`src/rtl/mm_pkg.sv`:
```
// Shared types and helpers for the Montgomery multiplier BRAM port.
package mm_pkg;

    typedef enum logic [1:0] {
        IDLE  = 2'd0,
        LOAD  = 2'd1,
        STORE = 2'd2,
        DONE  = 2'd3
    } state_t;

    localparam logic MODE_LOAD  = 1'b0;
    localparam logic MODE_STORE = 1'b1;

    // Word index to byte address shift for a BRAM of the given data width.
    function automatic int byte_shift(input int bram_width);
        return $clog2(bram_width / 8);
    endfunction

endpackage

```
`src/rtl/mm_skid_fifo.sv`:
```
// Small register-array FIFO absorbing in-flight BRAM reads; occupancy feeds the read-credit check.
module mm_skid_fifo #(
    parameter int WIDTH = 17,
    parameter int DEPTH = 3,
    localparam int OCC_W = $clog2(DEPTH + 1)
) (
    input  logic             clock_i,
    input  logic             reset_i,
    input  logic             push,
    input  logic [WIDTH-1:0] push_data,
    input  logic             pop,
    output logic [WIDTH-1:0] head,
    output logic             empty,
    output logic [OCC_W-1:0] occupancy
);

    localparam int PTR_W = (DEPTH > 1) ? $clog2(DEPTH) : 1;

    logic [WIDTH-1:0] mem [DEPTH];
    logic [PTR_W-1:0] wr_ptr;
    logic [PTR_W-1:0] rd_ptr;
    logic [OCC_W-1:0] occ;

    function automatic logic [PTR_W-1:0] bump(input logic [PTR_W-1:0] p);
        return (p == PTR_W'(DEPTH - 1)) ? '0 : p + PTR_W'(1);
    endfunction

    // NOTE: the storage array has no reset; only pointers and occupancy define what is valid.
    always_ff @(posedge clock_i) begin
        if (push) begin
            mem[wr_ptr] <= push_data;
        end
    end

    always_ff @(posedge clock_i) begin
        if (!reset_i) begin
            wr_ptr <= '0;
            rd_ptr <= '0;
            occ    <= '0;
        end else begin
            if (push) wr_ptr <= bump(wr_ptr);
            if (pop)  rd_ptr <= bump(rd_ptr);
            case ({push, pop})
                2'b10:   occ <= occ + OCC_W'(1);
                2'b01:   occ <= occ - OCC_W'(1);
                default: occ <= occ;
            endcase
        end
    end

    assign head      = mem[rd_ptr];
    assign empty     = (occ == '0);
    assign occupancy = occ;

endmodule

```
`src/rtl/mm_bram_port.sv`:
```
// BRAM master port moving limb runs between a BRAM controller and the multiplier streams.
// Optional overflow check on loaded words is built when MM_BRAM_PORT_OVF_CHECK_EN is defined.
module mm_bram_port
    import mm_pkg::*;
#(
    parameter int WORD_WIDTH   = 17,
    parameter int BRAM_WIDTH   = 32,
    parameter int ADDR_WIDTH   = 32,
    parameter int READ_LATENCY = 1,
    parameter int MAX_LIMBS    = 64,
    localparam int CNT_W       = $clog2(MAX_LIMBS + 1)
) (
    input  logic                    clock_i,
    input  logic                    reset_i,
    input  logic                    start_i,
    input  logic                    mode_i,
    input  logic [ADDR_WIDTH-1:0]   base_i,
    input  logic [CNT_W-1:0]        count_i,
    output logic [WORD_WIDTH-1:0]   limb_o,
    output logic                    limb_valid_o,
    input  logic                    limb_ready_i,
    input  logic [WORD_WIDTH-1:0]   limb_i,
    input  logic                    limb_valid_i,
    output logic                    limb_ready_o,
    input  logic [BRAM_WIDTH-1:0]   BRAM_dout_i,
    output logic [BRAM_WIDTH-1:0]   BRAM_din_o,
    output logic [BRAM_WIDTH/8-1:0] BRAM_we_o,
    output logic [ADDR_WIDTH-1:0]   BRAM_addr_o,
    output logic                    BRAM_en_o,
    output logic                    BRAM_clock_o,
    output logic                    BRAM_reset_o,
    output logic                    busy_o,
    output logic                    done_o,
    output logic                    error_o
);

    localparam int DEPTH = READ_LATENCY + 2;
    localparam int OCC_W = $clog2(DEPTH + 1);
    localparam int SHIFT = byte_shift(BRAM_WIDTH);

    state_t                  state;
    state_t                  state_nxt;
    logic [ADDR_WIDTH-1:0]   base_q;
    logic [CNT_W-1:0]        count_q;
    logic [CNT_W-1:0]        index_q;
    logic [CNT_W-1:0]        served_q;
    logic [READ_LATENCY-1:0] vld_q;
    logic                    wr_en_q;
    logic [ADDR_WIDTH-1:0]   wr_addr_q;
    logic [BRAM_WIDTH-1:0]   wr_din_q;

    logic [ADDR_WIDTH-1:0]   addr_cur;
    logic [OCC_W-1:0]        out_cnt;
    logic [OCC_W-1:0]        occ;
    logic [OCC_W:0]          credit_used;
    logic                    rd_en;
    logic                    push;
    logic                    pop;
    logic                    st_hs;
    logic                    fifo_empty;
    logic [WORD_WIDTH-1:0]   fifo_head;

    assign addr_cur = (base_q + ADDR_WIDTH'(index_q)) << SHIFT;
    assign push     = vld_q[READ_LATENCY-1];
    assign pop      = (state == LOAD) && !fifo_empty && limb_ready_i;
    assign st_hs    = (state == STORE) && limb_valid_i && limb_ready_o;

    // Reads in flight plus buffered limbs must never exceed the FIFO depth.
    always_comb begin
        out_cnt = '0;
        for (int i = 0; i < READ_LATENCY; i++) begin
            out_cnt = out_cnt + OCC_W'(vld_q[i]);
        end
        credit_used = {1'b0, out_cnt} + {1'b0, occ};
        rd_en = (state == LOAD) && (index_q < count_q) && (credit_used < (OCC_W + 1)'(DEPTH));
    end

    // NOTE: every combinational output gets a default first so no path can infer a latch.
    always_comb begin
        state_nxt = state;
        case (state)
            IDLE: begin
                if (start_i) begin
                    if (count_i == '0)            state_nxt = DONE;
                    else if (mode_i == MODE_STORE) state_nxt = STORE;
                    else                           state_nxt = LOAD;
                end
            end
            LOAD:    if (pop && (served_q == count_q - CNT_W'(1))) state_nxt = DONE;
            STORE:   if (wr_en_q && (index_q == count_q))          state_nxt = DONE;
            DONE:    state_nxt = IDLE;
            default: state_nxt = IDLE;
        endcase
    end

    // NOTE: sequential state uses non-blocking assignments so every register samples pre-edge values.
    always_ff @(posedge clock_i) begin
        if (!reset_i) begin
            state     <= IDLE;
            base_q    <= '0;
            count_q   <= '0;
            index_q   <= '0;
            served_q  <= '0;
            vld_q     <= '0;
            wr_en_q   <= 1'b0;
            wr_addr_q <= '0;
            wr_din_q  <= '0;
        end else begin
            state <= state_nxt;
            if ((state == IDLE) && start_i) begin
                base_q   <= base_i;
                count_q  <= count_i;
                index_q  <= '0;
                served_q <= '0;
            end else begin
                if (rd_en || st_hs) index_q  <= index_q + CNT_W'(1);
                if (pop)            served_q <= served_q + CNT_W'(1);
            end
            vld_q[0] <= rd_en;
            for (int i = 1; i < READ_LATENCY; i++) begin
                vld_q[i] <= vld_q[i-1];
            end
            wr_en_q <= st_hs;
            if (st_hs) begin
                wr_addr_q <= addr_cur;
                wr_din_q  <= BRAM_WIDTH'(limb_i);
            end
        end
    end

    mm_skid_fifo #(
        .WIDTH (WORD_WIDTH),
        .DEPTH (DEPTH)
    ) u_fifo (
        .clock_i   (clock_i),
        .reset_i   (reset_i),
        .push      (push),
        .push_data (BRAM_dout_i[WORD_WIDTH-1:0]),
        .pop       (pop),
        .head      (fifo_head),
        .empty     (fifo_empty),
        .occupancy (occ)
    );

`ifdef MM_BRAM_PORT_OVF_CHECK_EN
    localparam logic [BRAM_WIDTH-1:0] HI_MASK = {BRAM_WIDTH{1'b1}} << WORD_WIDTH;
    logic error_q;

    always_ff @(posedge clock_i) begin
        if (!reset_i)                                         error_q <= 1'b0;
        else if (push && ((BRAM_dout_i & HI_MASK) != '0))     error_q <= 1'b1;
    end

    assign error_o = error_q;
`else
    logic unused_dout_hi;
    assign unused_dout_hi = ^BRAM_dout_i;
    assign error_o        = 1'b0;
`endif

    assign limb_valid_o = !fifo_empty;
    assign limb_o       = fifo_empty ? '0 : fifo_head;
    assign limb_ready_o = (state == STORE) && (index_q < count_q);
    assign BRAM_en_o    = rd_en || wr_en_q;
    assign BRAM_we_o    = wr_en_q ? '1 : '0;
    assign BRAM_din_o   = wr_en_q ? wr_din_q : '0;
    assign BRAM_addr_o  = rd_en ? addr_cur : (wr_en_q ? wr_addr_q : '0);
    assign BRAM_clock_o = clock_i;
    assign BRAM_reset_o = ~reset_i;
    assign busy_o       = (state != IDLE);
    assign done_o       = (state == DONE);

endmodule
```
`config.mk`:
```
export PLATFORM = sky130hd
export DESIGN_NAME = mm_bram_port
export DESIGN_NICKNAME = d
export VERILOG_FILES = /design/src/rtl/mm_pkg.sv /design/src/rtl/mm_skid_fifo.sv /design/src/rtl/mm_bram_port.sv
export SDC_FILE = /design/constraint.sdc
export NUM_CORES = 1
export LEC_CHECK = 0
export CAP_MARGIN = 20
export CORE_AREA = 2 2 106 149
export DETAILED_ROUTE_END_ITERATION = 8
export DIE_AREA = 0 0 108 151
export PLACE_DENSITY = 0.94
export SETUP_SLACK_MARGIN = 0.3
export SYNTH_ARGS = -nofsm -noshare
export SYNTH_HDL_FRONTEND = slang
export SYNTH_SLANG_ARGS = --single-unit
export TNS_END_PERCENT = 20
```
`constraint.sdc`:
```
create_clock -name clock_i -period 5.2 [get_ports clock_i]
set_input_delay 1.56 -clock clock_i [delete_from_list [all_inputs] [get_ports clock_i]]
set_output_delay 1.56 -clock clock_i [all_outputs]
set_load 0.02 [all_outputs]
```
==> impl_metrics.json <==
{
  "rrSetupSlack_ps": 2290,
  "synth_adder_area_share_pct": 4.20,
  "grt_antenna_before_repair": 1,
  "total_leakage_power_nw": 3.68,
  "timing.final.hold_violations": 0,
  "wirelength_mm": 20.5,
  "number_of_port_buffers": 151,
  "num_rows": 53,
  "worst_slew_margin_rel_pct": 29.4,
  "first_global_vias": 6600,
  "seqPwrFrac_pct": 39.4,
  "die_span_in_x_um": 108,
  "drt_drc_violations_left": 0,
  "post_drt_wl_per_cell_um": 16.7,
  "cp_data_required_time_ps": 3640,
  "worst_margin_slew_ps": 1060,
  "die_area_mm2": 0.0163,
  "layout.cells.most_common_list": "sky130_fd_sc_hd__nand2_1 (145), sky130_fd_sc_hd__clkdlybuf4s50_1 (141), sky130_fd_sc_hd__a21oi_1 (113)",
  "finalCritPeriodShare_pct": 95.8,
  "post_synthesis_compound_gate_area_fraction_pct": 15.2,
  "vdd.ir_drop.worst_mv": 0.209,
  "flow.area_growth_from_synthesis_pct": 29.0,
  "number_of_hold_repair_buffers_added_at_the_cts_stage": 0,
  "min_delay_path_depth": 2,
  "globalplace.congestion": 0.895,
  "critical_path.startpoint_type": "flop",
  "starting_density_of_the_core_pct": 53.1,
  "timing_worst_setup_path_type": "reg -> out",
  "synth_simple_gate_area_share_pct": 19.8,
  "synth_top_flop_cell": "sky130_fd_sc_hd__dfxtp_1",
  "clkPwrFrac_pct": 34.6,
  "final.setup.tns_ps": 0,
  "synthesis.instances": 896,
  "fin_cells": 1232,
  "intPower_w": 0.00258,
  "layout.nets": 1147,
  "antenna_cells": 0,
  "layout_commonest_cell": "sky130_fd_sc_hd__nand2_1",
  "outcome": "completed",
  "finalSetupViolCount": 0,
  "pre_antenna_drt_iters": 5,
  "worst_reg2reg_path_endpoint": "wr_din_q[11]",
  "finalMaxSlewViolations": 0,
  "power.net_switching_w": 0.00128,
  "clock_latency_ps": 540,
  "hp-class": "reg -> reg",
  "worst_slack_ps": 218,
  "max_freq_mhz": 201,
  "dr_total_vias": 6934,
  "dp_worst_setup_slack_ps": 483,
  "die_height_um": 151,
  "count_of_antenna_violating_nets_left_after_detailed_routing": 0,
  "postSynthRegisterBits": 161,
  "core_mm2": 0.0149,
  "post-cts-setup-buffers": 0,
  "place.detailed.instances": 1195,
  "synth_warnings": 0,
  "ys_async_sr_fraction_pct": 0,
  "clk_pin_slew_worst_paths_ps": 60,
  "synth.area.mux_share_pct": 2.90,
  "path_max_fanout": 11,
  "layout.filler_cells": 1092,
  "holdPathEnd": "wr_din_q[4]",
  "setup.worst_path.end_class": "primary output",
  "syn-mean-instance-area_um2": 8.84,
  "ys_types": 60,
  "global_route_wire_length_before_repair_mm": 31.9,
  "cp.arrival_ps": 3420,
  "vias_per_cell": 5.63,
  "number_of_i_o_pins": 187,
  "cts_tree": "built",
  "switching_share_of_power_pct": 33.1,
  "sequential_share_of_the_synthesized_area_pct": 47.1,
  "mappedNetlistArea_mm2": 0.00793,
  "combinational_family_with_the_most_area_after_synthesis": "simple AND/OR/NAND/NOR gates",
  "rr_worst_depth": 9,
  "grt_max_degree": 75,
  "detailed_place_hpwl_mm": 13.5,
  "cap_violations": 0,
  "final.setup_skew_ps": 14.1,
  "tmin_final_ps": 4980,
  "rsz0062_at_grt": "yes",
  "hold_start": "wr_din_q[4]",
  "power.share.combinational_pct": 26.0,
  "gr-usage-all-layers_pct": 25.5,
  "grt.overflow.total": 0,
  "synth-edff-count": 51,
  "synth-xor-area-share_pct": 4.64,
  "drt_first_iter_violations": 506,
  "final_layout_size_suffix_gt1_share_pct": 7.60,
  "rr_startpoint": "count_q[4]",
  "pwr_density_cell_mw_per_mm2": 378
}
==> registers in the layout (all words and copies together), names as in the netlist, named ones only <==
signal            count
u_fifo.occupancy      2
wr_en_q               1
u_fifo.rd_ptr         2
u_fifo.wr_ptr         2
index_q               7
served_q              7
push                  1
wr_din_q             17
state                 2
wr_addr_q            30
count_q               7
base_q               30
u_fifo.mem           51
==> through the flow <==
stage	total power [W]	hold WS, ps	utilization (%)	area, µm²
after floorplan	0.00220	432	-	7990
after global placement	0.00251	437	63.7	9510
after detailed placement	0.00254	444	63.7	9510
after CTS	0.00386	453	68.1	10200
after global routing	0.00404	466	68.5	10200
final	0.00386	450	68.5	10200
==> cell usage after synthesis, types with 21 or more instances <==
| library cell | n | share of area, % |
|---|---|---|
| sky130_fd_sc_hd__a21oi_1 | 114 | 7.2 |
| sky130_fd_sc_hd__buf_4 | 23 | 2.2 |
| sky130_fd_sc_hd__clkbuf_1 | 40 | 1.9 |
| sky130_fd_sc_hd__dfxtp_1 | 110 | 28 |
| sky130_fd_sc_hd__edfxtp_1 | 51 | 19 |
| sky130_fd_sc_hd__ha_1 | 25 | 3.9 |
| sky130_fd_sc_hd__inv_1 | 26 | 1.2 |
| sky130_fd_sc_hd__mux2i_1 | 23 | 2.9 |
| sky130_fd_sc_hd__nand2_1 | 145 | 6.9 |
| sky130_fd_sc_hd__nand3_1 | 39 | 2.5 |
| sky130_fd_sc_hd__nor2_1 | 61 | 2.9 |
| sky130_fd_sc_hd__o21ai_0 | 43 | 2.7 |
| sky130_fd_sc_hd__o21ai_1 | 21 | 1.3 |
| sky130_fd_sc_hd__xnor2_1 | 32 | 3.5 |
==> power groups by stage <==
stage          registers (W)  clock network [W]  logic [W]
6_report             0.00152            0.00133    0.00101
5_1_grt              0.00154            0.00141    0.00110
2_1_floorplan        0.00151          0.0000225   0.000660
3_5_place_dp         0.00154          0.0000258   0.000971
3_3_place_gp         0.00154          0.0000258   0.000943
4_1_cts              0.00152            0.00136   0.000984
==> worst max-delay path by stage <==
stage                            to  slack (ps)        from
floorplan              BRAM_clock_o         910     clock_i
global placement       BRAM_clock_o         530     clock_i
detailed placement   BRAM_addr_o[7]         480  count_q[4]
CTS                 BRAM_addr_o[10]         130  count_q[4]
global route        BRAM_addr_o[12]          90  index_q[0]
finish               BRAM_addr_o[5]         220  count_q[4]
==> critical path: stages, from the launching register on <==
cell and delay (ps):
sky130_fd_sc_hd__dfxtp_1 420, sky130_fd_sc_hd__inv_1 90, sky130_fd_sc_hd__ha_1 320, sky130_fd_sc_hd__a21o_1 180
sky130_fd_sc_hd__a21oi_1 240, sky130_fd_sc_hd__nor2b_4 100, sky130_fd_sc_hd__or3_2 580, sky130_fd_sc_hd__o21ai_0 310
sky130_fd_sc_hd__clkdlybuf4s50_1 660
==> area by class of cell <==
type,instances,area [µm²],area share [%]
Sequential cell,161,3730,36.5
Timing Repair Buffer,167,1670,16.4
Tap cell,192,240,2.35
Clock inverter,14,133,1.30
Clock buffer,22,514,5.03
Multi-Input combinational cell,648,3820,37.4
Inverter,28,105,1.03
==> kinds of logic (layout without fill, tap and decap cells) <==
family / count (synthesis) / after routing
buffers and inverters: 105 / 231
DFF: 161 / 161
and+or+nand+nor: 327 / 328
other: 1 / 18
xor gates and xnor gates: 42 / 42
AOI/OAI and AO/OA: 211 / 211
muxes: 23 / 23
adders and majority gates: 26 / 26
==> routing by layer <==
| metal | global-route usage (%) | vias to the layer above | wire [µm] |
|---|---|---|---|
| li1 | - | 3340 | - |
| met1 | 27.6 | 3222 | 7740 |
| met2 | 45.2 | 312 | 10500 |
| met3 | 6.15 | 60 | 1540 |
| met4 | 14.4 | 0 | 797 |
| met5 | 0 | - | 0 |
==> what timing repair did <==
action / in CTS / in global routing
cloned: 0 / 1
gates resized for setup: 9 / 8
pin swaps: 0 / 1
setup endpoints to repair: 32 / 31
Note: power is estimated with default switching activity, not from simulation.
